## config.mk

```make
export PLATFORM = sky130hd
export DESIGN_NAME = vga_fifo_rd_sched_flat
export DESIGN_NICKNAME = d
export VERILOG_FILES = /design/src/rtl/vga_fifo_rd_sched_pkg.sv /design/src/rtl/vga_fifo_rd_sched_if.sv /design/src/rtl/vga_fifo_rd_sched_timing.sv /design/src/rtl/vga_fifo_rd_sched.sv /design/src/flat_wrapper.sv
export SDC_FILE = /design/constraint.sdc
export NUM_CORES = 1
export LEC_CHECK = 0
export BUFFER_PORTS_ARGS = -buffer_cell sky130_fd_sc_hd__buf_4
export CORE_UTILIZATION = 55
export CTS_BUF_LIST = sky130_fd_sc_hd__clkbuf_8
export DETAILED_ROUTE_END_ITERATION = 8
export GPL_ROUTABILITY_DRIVEN = 1
export PLACE_DENSITY = 0.87
export SYNTH_ARGS = -nofsm -noshare
export SYNTH_HDL_FRONTEND = slang
export SYNTH_HIERARCHICAL = 1
export SYNTH_SLANG_ARGS = --single-unit
```

## constraint.sdc

```tcl
create_clock -name rd_clk -period 6.4 [get_ports rd_clk]
set_input_delay 0.96 -clock rd_clk [delete_from_list [all_inputs] [get_ports rd_clk]]
set_output_delay 0.96 -clock rd_clk [all_outputs]
set_load 0.05 [all_outputs]
```

## src/rtl/vga_fifo_rd_sched_pkg.sv

```systemverilog
// ---------------------------------------------------------------------------
// vga_fifo_rd_sched_pkg
// Shared definitions for the VGA FIFO read scheduler:
//   - sched_state_e : scheduler FSM states
//   - VGA_*         : default 640x480 timing (pixels / lines)
//   - sof_bit_idx() : position of the start-of-frame tag bit in a FIFO word
// ---------------------------------------------------------------------------
package vga_fifo_rd_sched_pkg;

  typedef enum logic [1:0] {
    ST_IDLE     = 2'd0,
    ST_SEEK     = 2'd1,
    ST_WAIT_SOF = 2'd2,
    ST_RUN      = 2'd3
  } sched_state_e;

  localparam int VGA_DATA_W = 24;

  localparam int VGA_H_ACT = 640;
  localparam int VGA_H_FP  = 16;
  localparam int VGA_H_SYN = 96;
  localparam int VGA_H_BP  = 48;
  localparam int VGA_V_ACT = 480;
  localparam int VGA_V_FP  = 10;
  localparam int VGA_V_SYN = 2;
  localparam int VGA_V_BP  = 33;

  // The SOF tag sits directly above the pixel bits of a FIFO word.
  function automatic int sof_bit_idx(input int data_w);
    return data_w;
  endfunction

endpackage

```

## src/rtl/vga_fifo_rd_sched_if.sv

```systemverilog
// ---------------------------------------------------------------------------
// vga_fifo_rd_sched_if
// First-word-fall-through FIFO read port.
//   fifo_empty    : head word invalid
//   fifo_rd_data  : head word, bit DATA_W is the SOF tag
//   fifo_rd_valid : pop, consumes the head at the clock edge
// Modports: master = reader (scheduler), slave = FIFO.
// ---------------------------------------------------------------------------
interface vga_fifo_rd_sched_if #(
  parameter int DATA_W = 24
) ();

  logic              fifo_empty;
  logic [DATA_W:0]   fifo_rd_data;
  logic              fifo_rd_valid;

  modport master (
    input  fifo_empty,
    input  fifo_rd_data,
    output fifo_rd_valid
  );

  modport slave (
    output fifo_empty,
    output fifo_rd_data,
    input  fifo_rd_valid
  );

endinterface

```

## src/rtl/vga_fifo_rd_sched_timing.sv

```systemverilog
// ---------------------------------------------------------------------------
// vga_timing_gen
// Horizontal / vertical raster counters and their decode.
// Ports:
//   rd_clk    : pixel clock
//   reset_rd  : asynchronous active-high reset
//   enable    : counters run while high, are forced to 0 while low
//   active    : current position is inside the visible area
//   hs_win    : current position is inside the horizontal sync window
//   vs_win    : current line is inside the vertical sync window
//   origin    : current position is (0,0)
// ---------------------------------------------------------------------------
module vga_timing_gen
  import vga_fifo_rd_sched_pkg::*;
#(
  parameter int H_ACT = VGA_H_ACT,
  parameter int H_FP  = VGA_H_FP,
  parameter int H_SYN = VGA_H_SYN,
  parameter int H_BP  = VGA_H_BP,
  parameter int V_ACT = VGA_V_ACT,
  parameter int V_FP  = VGA_V_FP,
  parameter int V_SYN = VGA_V_SYN,
  parameter int V_BP  = VGA_V_BP
) (
  input  logic rd_clk,
  input  logic reset_rd,
  input  logic enable,
  output logic active,
  output logic hs_win,
  output logic vs_win,
  output logic origin
);

  localparam int H_TOT = H_ACT + H_FP + H_SYN + H_BP;
  localparam int V_TOT = V_ACT + V_FP + V_SYN + V_BP;

  // One extra bit of headroom so the sync-window end (which equals the
  // total when the back porch is zero) is always representable.
  localparam int HW = $clog2(H_TOT + 1);
  localparam int VW = $clog2(V_TOT + 1);

  localparam logic [HW-1:0] H_LAST = HW'(H_TOT - 1);
  localparam logic [HW-1:0] H_ACTC = HW'(H_ACT);
  localparam logic [HW-1:0] H_SS   = HW'(H_ACT + H_FP);
  localparam logic [HW-1:0] H_SE   = HW'(H_ACT + H_FP + H_SYN);

  localparam logic [VW-1:0] V_LAST = VW'(V_TOT - 1);
  localparam logic [VW-1:0] V_ACTC = VW'(V_ACT);
  localparam logic [VW-1:0] V_SS   = VW'(V_ACT + V_FP);
  localparam logic [VW-1:0] V_SE   = VW'(V_ACT + V_FP + V_SYN);

  logic [HW-1:0] hcnt_q, hcnt_d;
  logic [VW-1:0] vcnt_q, vcnt_d;

  always_comb begin
    hcnt_d = hcnt_q;
    vcnt_d = vcnt_q;
    if (!enable) begin
      hcnt_d = '0;
      vcnt_d = '0;
    end else if (hcnt_q == H_LAST) begin
      hcnt_d = '0;
      vcnt_d = (vcnt_q == V_LAST) ? '0 : vcnt_q + VW'(1);
    end else begin
      hcnt_d = hcnt_q + HW'(1);
    end
  end

  always_ff @(posedge rd_clk or posedge reset_rd) begin
    if (reset_rd) begin
      hcnt_q <= '0;
      vcnt_q <= '0;
    end else begin
      hcnt_q <= hcnt_d;
      vcnt_q <= vcnt_d;
    end
  end

  assign active = (hcnt_q < H_ACTC) && (vcnt_q < V_ACTC);
  assign hs_win = (hcnt_q >= H_SS) && (hcnt_q < H_SE);
  assign vs_win = (vcnt_q >= V_SS) && (vcnt_q < V_SE);
  assign origin = (hcnt_q == '0) && (vcnt_q == '0);

endmodule

```

## src/rtl/vga_fifo_rd_sched.sv

```systemverilog
// ---------------------------------------------------------------------------
// vga_fifo_rd_sched
// Reads tagged pixel words from a first-word-fall-through FIFO and emits
// them on a VGA raster. A frame is only accepted when its SOF-tagged word
// lines up with raster position (0,0); any slip (underflow or tag in the
// wrong place) drops back to searching for the next SOF.
//
// Ports:
//   rd_clk, reset_rd  : pixel clock, asynchronous active-high reset
//   enable            : run request; low forces idle with counters at 0
//   fifo (master)     : FIFO read port (fifo_empty, fifo_rd_data, fifo_rd_valid)
//   hsync, vsync, de  : registered raster timing, latency 1
//   pixel             : registered pixel, 0 outside accepted frame data
//   frame_start       : pulse aligned with de of pixel (0,0) in RUN
//   underflow         : pulse, active position with FIFO empty in RUN
//   misalign          : pulse, SOF tag mismatch in RUN
//   underflow_count,
//   misalign_count    : saturating event counters
//
// Build option: VGA_SCHED_STATS_EN enables the event counters; without it
// both count ports are tied to 0.
//
// States:
//   IDLE     | enable low, counters held, nothing popped
//   SEEK     | discard untagged head words until an SOF word is at the head
//   WAIT_SOF | SOF at head, wait for raster (0,0) without popping
//   RUN      | pop one word per active pixel, checking tags
// ---------------------------------------------------------------------------
module vga_fifo_rd_sched
  import vga_fifo_rd_sched_pkg::*;
#(
  parameter int DATA_W = VGA_DATA_W,
  parameter int H_ACT  = VGA_H_ACT,
  parameter int H_FP   = VGA_H_FP,
  parameter int H_SYN  = VGA_H_SYN,
  parameter int H_BP   = VGA_H_BP,
  parameter int V_ACT  = VGA_V_ACT,
  parameter int V_FP   = VGA_V_FP,
  parameter int V_SYN  = VGA_V_SYN,
  parameter int V_BP   = VGA_V_BP,
  parameter bit HS_POL = 1'b0,
  parameter bit VS_POL = 1'b0
) (
  input  logic                rd_clk,
  input  logic                reset_rd,
  input  logic                enable,
  vga_fifo_rd_sched_if.master fifo,
  output logic                hsync,
  output logic                vsync,
  output logic                de,
  output logic [DATA_W-1:0]   pixel,
  output logic                frame_start,
  output logic                underflow,
  output logic                misalign,
  output logic [15:0]         underflow_count,
  output logic [15:0]         misalign_count
);

  localparam int SOF_BIT = sof_bit_idx(DATA_W);

  logic active, hs_win, vs_win, origin;

  vga_timing_gen #(
    .H_ACT (H_ACT),
    .H_FP  (H_FP),
    .H_SYN (H_SYN),
    .H_BP  (H_BP),
    .V_ACT (V_ACT),
    .V_FP  (V_FP),
    .V_SYN (V_SYN),
    .V_BP  (V_BP)
  ) u_timing (
    .rd_clk   (rd_clk),
    .reset_rd (reset_rd),
    .enable   (enable),
    .active   (active),
    .hs_win   (hs_win),
    .vs_win   (vs_win),
    .origin   (origin)
  );

  sched_state_e        state_q, state_d;
  logic                pop;
  logic                hsync_q, hsync_d;
  logic                vsync_q, vsync_d;
  logic                de_q, de_d;
  logic [DATA_W-1:0]   pixel_q, pixel_d;
  logic                fs_q, fs_d;
  logic                uf_q, uf_d;
  logic                ma_q, ma_d;

  logic                head_sof;
  logic [DATA_W-1:0]   head_pix;

  assign head_sof = fifo.fifo_rd_data[SOF_BIT];
  assign head_pix = fifo.fifo_rd_data[DATA_W-1:0];

  always_comb begin
    state_d = state_q;
    pop     = 1'b0;
    hsync_d = ~HS_POL;
    vsync_d = ~VS_POL;
    de_d    = 1'b0;
    pixel_d = '0;
    fs_d    = 1'b0;
    uf_d    = 1'b0;
    ma_d    = 1'b0;

    if (!enable) begin
      state_d = ST_IDLE;
    end else begin
      hsync_d = hs_win ? HS_POL : ~HS_POL;
      vsync_d = vs_win ? VS_POL : ~VS_POL;
      de_d    = active;

      case (state_q)
        ST_IDLE: begin
          state_d = ST_SEEK;
        end

        ST_SEEK: begin
          if (!fifo.fifo_empty) begin
            if (head_sof) state_d = ST_WAIT_SOF;
            else          pop     = 1'b1;
          end
        end

        // WAIT_SOF reaching (0,0) behaves as RUN in that same cycle, so the
        // SOF word is consumed as pixel (0,0) with no extra cycle of delay.
        ST_WAIT_SOF, ST_RUN: begin
          if (state_q == ST_RUN || origin) begin
            state_d = ST_RUN;
            if (active) begin
              if (fifo.fifo_empty) begin
                uf_d    = 1'b1;
                state_d = ST_SEEK;
              end else if (head_sof != origin) begin
                // Tag must be set exactly at (0,0) and clear elsewhere;
                // the offending word stays at the head for resync.
                ma_d    = 1'b1;
                state_d = ST_SEEK;
              end else begin
                pop     = 1'b1;
                pixel_d = head_pix;
                fs_d    = origin;
              end
            end
          end
        end

        default: state_d = ST_IDLE;
      endcase
    end
  end

  always_ff @(posedge rd_clk or posedge reset_rd) begin
    if (reset_rd) begin
      state_q <= ST_IDLE;
      hsync_q <= ~HS_POL;
      vsync_q <= ~VS_POL;
      de_q    <= 1'b0;
      pixel_q <= '0;
      fs_q    <= 1'b0;
      uf_q    <= 1'b0;
      ma_q    <= 1'b0;
    end else begin
      state_q <= state_d;
      hsync_q <= hsync_d;
      vsync_q <= vsync_d;
      de_q    <= de_d;
      pixel_q <= pixel_d;
      fs_q    <= fs_d;
      uf_q    <= uf_d;
      ma_q    <= ma_d;
    end
  end

  assign fifo.fifo_rd_valid = pop;
  assign hsync              = hsync_q;
  assign vsync              = vsync_q;
  assign de                 = de_q;
  assign pixel              = pixel_q;
  assign frame_start        = fs_q;
  assign underflow          = uf_q;
  assign misalign           = ma_q;

`ifdef VGA_SCHED_STATS_EN
  logic [15:0] uf_cnt_q, ma_cnt_q;

  // Counters step on the same edge that raises the matching pulse.
  always_ff @(posedge rd_clk or posedge reset_rd) begin
    if (reset_rd) begin
      uf_cnt_q <= '0;
      ma_cnt_q <= '0;
    end else begin
      if (uf_d && (uf_cnt_q != 16'hFFFF)) uf_cnt_q <= uf_cnt_q + 16'd1;
      if (ma_d && (ma_cnt_q != 16'hFFFF)) ma_cnt_q <= ma_cnt_q + 16'd1;
    end
  end

  assign underflow_count = uf_cnt_q;
  assign misalign_count  = ma_cnt_q;
`else
  assign underflow_count = 16'd0;
  assign misalign_count  = 16'd0;
`endif

endmodule

```

## src/flat_wrapper.sv

```systemverilog
// flat-port wrapper written by rule: the top's interface ports become plain ports
module vga_fifo_rd_sched_flat import vga_fifo_rd_sched_pkg::*;
#(
  parameter int DATA_W = VGA_DATA_W,
  parameter int H_ACT  = VGA_H_ACT,
  parameter int H_FP   = VGA_H_FP,
  parameter int H_SYN  = VGA_H_SYN,
  parameter int H_BP   = VGA_H_BP,
  parameter int V_ACT  = VGA_V_ACT,
  parameter int V_FP   = VGA_V_FP,
  parameter int V_SYN  = VGA_V_SYN,
  parameter int V_BP   = VGA_V_BP,
  parameter bit HS_POL = 1'b0,
  parameter bit VS_POL = 1'b0
)
  (rd_clk, reset_rd, enable, hsync, vsync, de, pixel, frame_start, underflow, misalign, underflow_count, misalign_count, fifo_fifo_empty, fifo_fifo_rd_data, fifo_fifo_rd_valid);
  vga_fifo_rd_sched_if #(.DATA_W(DATA_W)) fifo_i ();
  input  logic rd_clk;
  input  logic reset_rd;
  input  logic enable;
  output logic hsync;
  output logic vsync;
  output logic de;
  output logic [DATA_W-1:0] pixel;
  output logic frame_start;
  output logic underflow;
  output logic misalign;
  output logic [15:0] underflow_count;
  output logic [15:0] misalign_count;
  input wire logic [$bits(fifo_i.fifo_empty)-1:0] fifo_fifo_empty;
  input wire logic [$bits(fifo_i.fifo_rd_data)-1:0] fifo_fifo_rd_data;
  output wire logic [$bits(fifo_i.fifo_rd_valid)-1:0] fifo_fifo_rd_valid;
  assign fifo_i.fifo_empty = fifo_fifo_empty;
  assign fifo_i.fifo_rd_data = fifo_fifo_rd_data;
  assign fifo_fifo_rd_valid = fifo_i.fifo_rd_valid;
  vga_fifo_rd_sched #(.DATA_W(DATA_W), .H_ACT(H_ACT), .H_FP(H_FP), .H_SYN(H_SYN), .H_BP(H_BP), .V_ACT(V_ACT), .V_FP(V_FP), .V_SYN(V_SYN), .V_BP(V_BP), .HS_POL(HS_POL), .VS_POL(VS_POL)) u_core (.rd_clk(rd_clk), .reset_rd(reset_rd), .enable(enable), .fifo(fifo_i), .hsync(hsync), .vsync(vsync), .de(de), .pixel(pixel), .frame_start(frame_start), .underflow(underflow), .misalign(misalign), .underflow_count(underflow_count), .misalign_count(misalign_count));
endmodule
```

Word-level counts from Yosys, hierarchy flattened:

Cells that the tools add are included.

* add/subtract/negate cells: 2
* order comparisons: 6
* equality and inequality tests: 10
* multiplexer cells: 49
* reductions and logical operators: 10

Operator list (count)
* 24-bit 2-to-1 mux: 6
* 10-bit 2-to-1 mux: 5
* 1-bit 2-to-1 mux: 29
* 10-bit by 1-bit adder with 10-bit output, second input constant: 2
* 10-bit == test, second input constant: 2
* 10-bit zero test: 2
* 10-bit less-than comparator, second input constant: 2
* 10-bit by 9-bit less-than comparator with 1-bit output, second input constant: 2
* 2-bit 2-to-1 mux: 7
* 10-bit >= comparator, second input constant: 1
* 10-bit by 9-bit >= comparator with 1-bit output, second input constant: 1
* 3-bit != test, second input constant: 2
* 2-bit one-hot mux with 3 select lines: 1
* 2-bit == test, second input constant: 2
* 1-bit logical AND: 4
* 3-bit by 2-bit != test with 1-bit output, second input constant: 1
* 3-bit AND reduction: 1
* 2-bit by 1-bit == test with 1-bit output, second input constant: 1
* 2-bit zero test: 1
* 2-bit by 1-bit != test with 1-bit output, second input constant: 1
* 1-bit one-hot mux with 2 select lines: 1
* 2-bit OR reduction: 1
* 1-bit logical OR: 1
* 1-bit != test: 1

* bits in registers: 52
* bits of input ports: 29
* logic and storage cells: 87

Logic depth before layout (Yosys ltp):

* depth after elaboration: 9
* gate-level depth with buffers: 8
* mapped depth without buffers: 7

Modules after synthesis:

Netlist, hierarchy kept.

Modules (own cells, without submodules)
* vga_fifo_rd_sched: instances 1, cells an instance 117, area an instance 1581.5 um^2, sequential area each 803.3 um^2
* vga_timing_gen: instances 1, cells an instance 127, area an instance 1177.4 um^2, sequential area each 500.5 um^2

Least setup slack after synthesis:

Ideal clock, no wire load.

* kind: register -> output
* from: register u_core.u_timing.vcnt_q[1]
* to: output fifo_fifo_rd_valid
* arrival time: 3514 ps
* setup slack: 1926 ps
* stages on the path, launching flop included: 8
* path buffers: 1
* path through: dfrtp_1 -> inv_1 -> ha_1 -> or4b_4 -> nor4_1 -> ha_1 -> clkbuf_1 -> o32ai_1

* longest elaborated chain between the ends: 9

RTL lines
* start: declaration: line vga_fifo_rd_sched_timing.sv:53 `logic [VW-1:0] vcnt_q, vcnt_d;`
* start signal: assignment: line vga_fifo_rd_sched_timing.sv:75 `vcnt_q <= vcnt_d;`
* 10-bit zero test *: line vga_fifo_rd_sched_timing.sv:82 `assign origin = (hcnt_q == '0) && (vcnt_q == '0);`
* 1-bit logical AND *: line vga_fifo_rd_sched_timing.sv:82
* net u_core.origin: line vga_fifo_rd_sched.sv:61 `logic active, hs_win, vs_win, origin;`
* 1-bit != test: line vga_fifo_rd_sched.sv:137 `end else if (head_sof != origin) begin`
* 1-bit 2-to-1 mux: line vga_fifo_rd_sched.sv:137
* 1-bit 2-to-1 mux: line vga_fifo_rd_sched.sv:134 `if (fifo.fifo_empty) begin`
* 1-bit 2-to-1 mux: line vga_fifo_rd_sched.sv:133 `if (active) begin`
* 1-bit 2-to-1 mux *: line vga_fifo_rd_sched.sv:131 `if (state_q == ST_RUN || origin) begin`
* 1-bit one-hot mux with 2 select lines *: line vga_fifo_rd_sched.sv:116 `case (state_q)`
* 1-bit 2-to-1 mux *: line vga_fifo_rd_sched.sv:109 `if (!enable) begin`
* end: declaration: line flat_wrapper.sv:32 `output wire logic [$bits(fifo_i.fifo_rd_valid)-1:0] fifo_fifo_rd_valid;`

Mark *: on every way through the listed nets, which the timed path passes. The rest lies on a longest branch.

Final worst setup path:

Ends and elaborated chain as after synthesis.

==> out/qor.csv <==
metric;value;unit
status;complete, no violations;
Max Cap Viol;0;
first-pass GRT wire length;8090;um
fin cells;366;
Mapped Cells;244;
setup slack after layout;1.92;ns
R2R depth;6;
hold path cells;1;
Largest stage delay, worst path;0.79;ns
Critical Path Fanout Max;28;
synth-to-layout area growth;17.5;%
Post-CTS Setup Inserts;0;
hold endpoint;u_core/u_timing/hcnt_q[0];
worst hold slack;0.511;ns
Finished Core Util;67.7;%
crit path launch type;flop;
Final Hold Viols;0;
Min-Delay Startpoint;u_core/u_timing/hcnt_q[0];
drt drc;0;
LEAKAGE;1.52;nW
CP max stage cell;nor4_1;
core area;4790;um2
layout cell share with drive strength beyond 1;32.4;%
row count;25;
HPWL after detailed placement;3610;um
Worst Hold Class;flop to flop;
cell area after layout;3240;um2
Power Total;0.705;mW
Critical R2R Capture;u_core/pixel[23];
placed insts;358;
fillers;360;
Seq cells post-synth;52;
TNS Setup;0;ns
largest net degree at the start of global routing;32;
Final setup viols;0;
die area;5300;um2
placed inst area;3110;um2
placer congestion estimate;0.906;
commonest non-fill, non-tap cell in the layout;buf_4;
mean post-synth cell area;11.3;um2
Initial Util;57.6;%
Worst VDD drop;87.2;uV
multi-input logic area;1220;um2
count of pins over their slew limit;0;
htree depth;2;
most frequent cells in the layout;buf_4, dfrtp_1, conb_1;
Max Clk Rate;0.223;GHz
final worst path period need;4.48;ns
vias;1902;
CP Cell Sequence;inv_1 -> ha_1 -> or4b_4 -> nor4_1 -> o2111ai_4 -> o32ai_1 -> buf_4;
total wire length;5050;um
RSZ-0062 raised after global routing;false;
grt ovf;0;
Yosys cell types;47;
top cells by area, synth;dfrtp_1, buf_4, nor4b_2;
Worst Max-Slew Pin Slew;1.02;ns
Sink Count;52;
Chip Height;72.8;um
Clock Path Buffers;2;
reg2reg setup slack;3.28;ns
Clock Root Buffer;clkbuf_8;
PortBufs;59;
register area share after synthesis;47.3;%
Total GRT Usage;19.9;%
1st-iter DRT viols;110;
CTS tree;built;
First-pass DRT Iterations;4;
Storage cell area;1300;um2
Max-slew headroom;31.7;%
Avg WL per Cell;13.8;um
yosys warns;6;
RR Startpoint;u_core/u_timing/vcnt_q[1];
arrival time worst endpoint;3.52;ns
critical path capture point type;output port;
CTS clk-pin slew, worst paths;0.09;ns
vias in the first global route;1773;
CP required;5.44;ns
part of the cycle the worst path needs;70.0;%
CTS buffer count;5;
Setup Skew;0.00453;ns
Synth area leader;dfrtp_1;
Final #Nets;332;
antenna fix cells;0;
Worst-Skew Late Latency;0.30;ns
Via-to-Cell Ratio;5.20;
ANT nets after route;0;
pre-CTS setup slack;2.26;ns
Resized Gates After CTS;0;
crit path kind;flop to output port;
antenna violations before repair;0;
post-synth top area share;45.4;%
synthesized area;2760;um2
Die Wd;72.8;um
P per Cell Area;218;nW/um2
hold buffer count at cts;0;
IO Count;92;
-- final cells by class --
cell class | instances | area share (%)
clock buffers | 5 | 2.12
clock inverters | 3 | 1.97
inverters | 12 | 1.39
multi-input cells | 166 | 37.6
flip-flops and latches | 52 | 40.2
well taps | 67 | 2.59
repair buffers | 61 | 14.1
-- routing by layer --
layer | share of wire (%) | up-vias | global-route usage [%]
met5 | 0 | - | 0
met4 | 0.87 | 0 | 8.28
met3 | 5.6 | 6 | 3.87
met2 | 50 | 77 | 32.6
met1 | 44 | 904 | 26.0
li1 | - | 915 | -
-- where the power goes --
group          switching [mW]  total [mW]  internal (mW)
combinational          0.0864       0.113         0.0264
sequential            0.00365       0.335          0.332
clock                   0.103       0.257          0.155
-- how the worst max path moves through the flow --
stage                                    from            endpoint  slack [ns]  depth (start not counted)
finish              u_core/u_timing/vcnt_q[1]  fifo_fifo_rd_valid        1.92                          7
global route        u_core/u_timing/vcnt_q[0]  fifo_fifo_rd_valid        1.77                          7
CTS                 u_core/u_timing/vcnt_q[1]  fifo_fifo_rd_valid        1.91                          7
detailed placement  u_core/u_timing/vcnt_q[1]  fifo_fifo_rd_valid        2.26                          7
global placement    u_core/u_timing/vcnt_q[1]  fifo_fifo_rd_valid        2.35                          7
floorplan           u_core/u_timing/vcnt_q[1]  fifo_fifo_rd_valid        1.93                          7
-- sequential cells by signal, summed over array words and instances, names as in the netlist --
| register | count |
|---|---|
| u_core/pixel | 24 |
| u_core/state_q | 2 |
| u_core/underflow | 1 |
| u_core/misalign | 1 |
| u_core/vsync | 1 |
| u_core/frame_start | 1 |
| u_core/hsync | 1 |
| u_core/u_timing/hcnt_q | 10 |
| u_core/u_timing/vcnt_q | 10 |
| u_core/de | 1 |
-- critical path, delay by kind of cell (launching register included) --
kind	cells	cell delay, ns
buffers and inverters	2	0.35
flip-flops	1	0.43
adder cells (fa/ha/maj)	1	0.14
AO/OA/AOI/OAI	2	1.04
AND/OR/NAND/NOR	2	1.27
-- synthesized netlist by cell type (all sizes together) --
cell type	n
a21oi	1
a221oi	1
a22o	3
a31o	1
a31oi	1
and2	1
and3	4
and4	2
buf	39
clkbuf	6
conb	1
dfrtp	50
dfstp	2
ha	5
inv	12
mux2	1
nand2	11
nand3	11
nand4	4
nand4b	1
nand4bb	1
nor2	16
nor2b	2
nor3	3
nor3b	4
nor4	5
nor4b	25
o2111ai	1
o211ai	3
o21ai	7
o221a	1
o22a	1
o22ai	2
o31ai	4
o32ai	1
or2	2
or3	1
or4b	1
xnor2	3
xor2	4
-- logic make-up (layout without fill, tap and decap cells) --
logic type      after synthesis  after routing  synth area share (%)
compound gates               27             27                  8.12
other cells                   1             32                 0.136
mux                           1              1                 0.408
xor+xnor                      7              7                  2.22
simple gates                 94             94                  26.8
flops                        52             52                  47.3
fa+ha+maj                     5              5                  2.27
buf+inv                      57             81                  12.8
No activity file was read; power rests on OpenSTA's default activity.
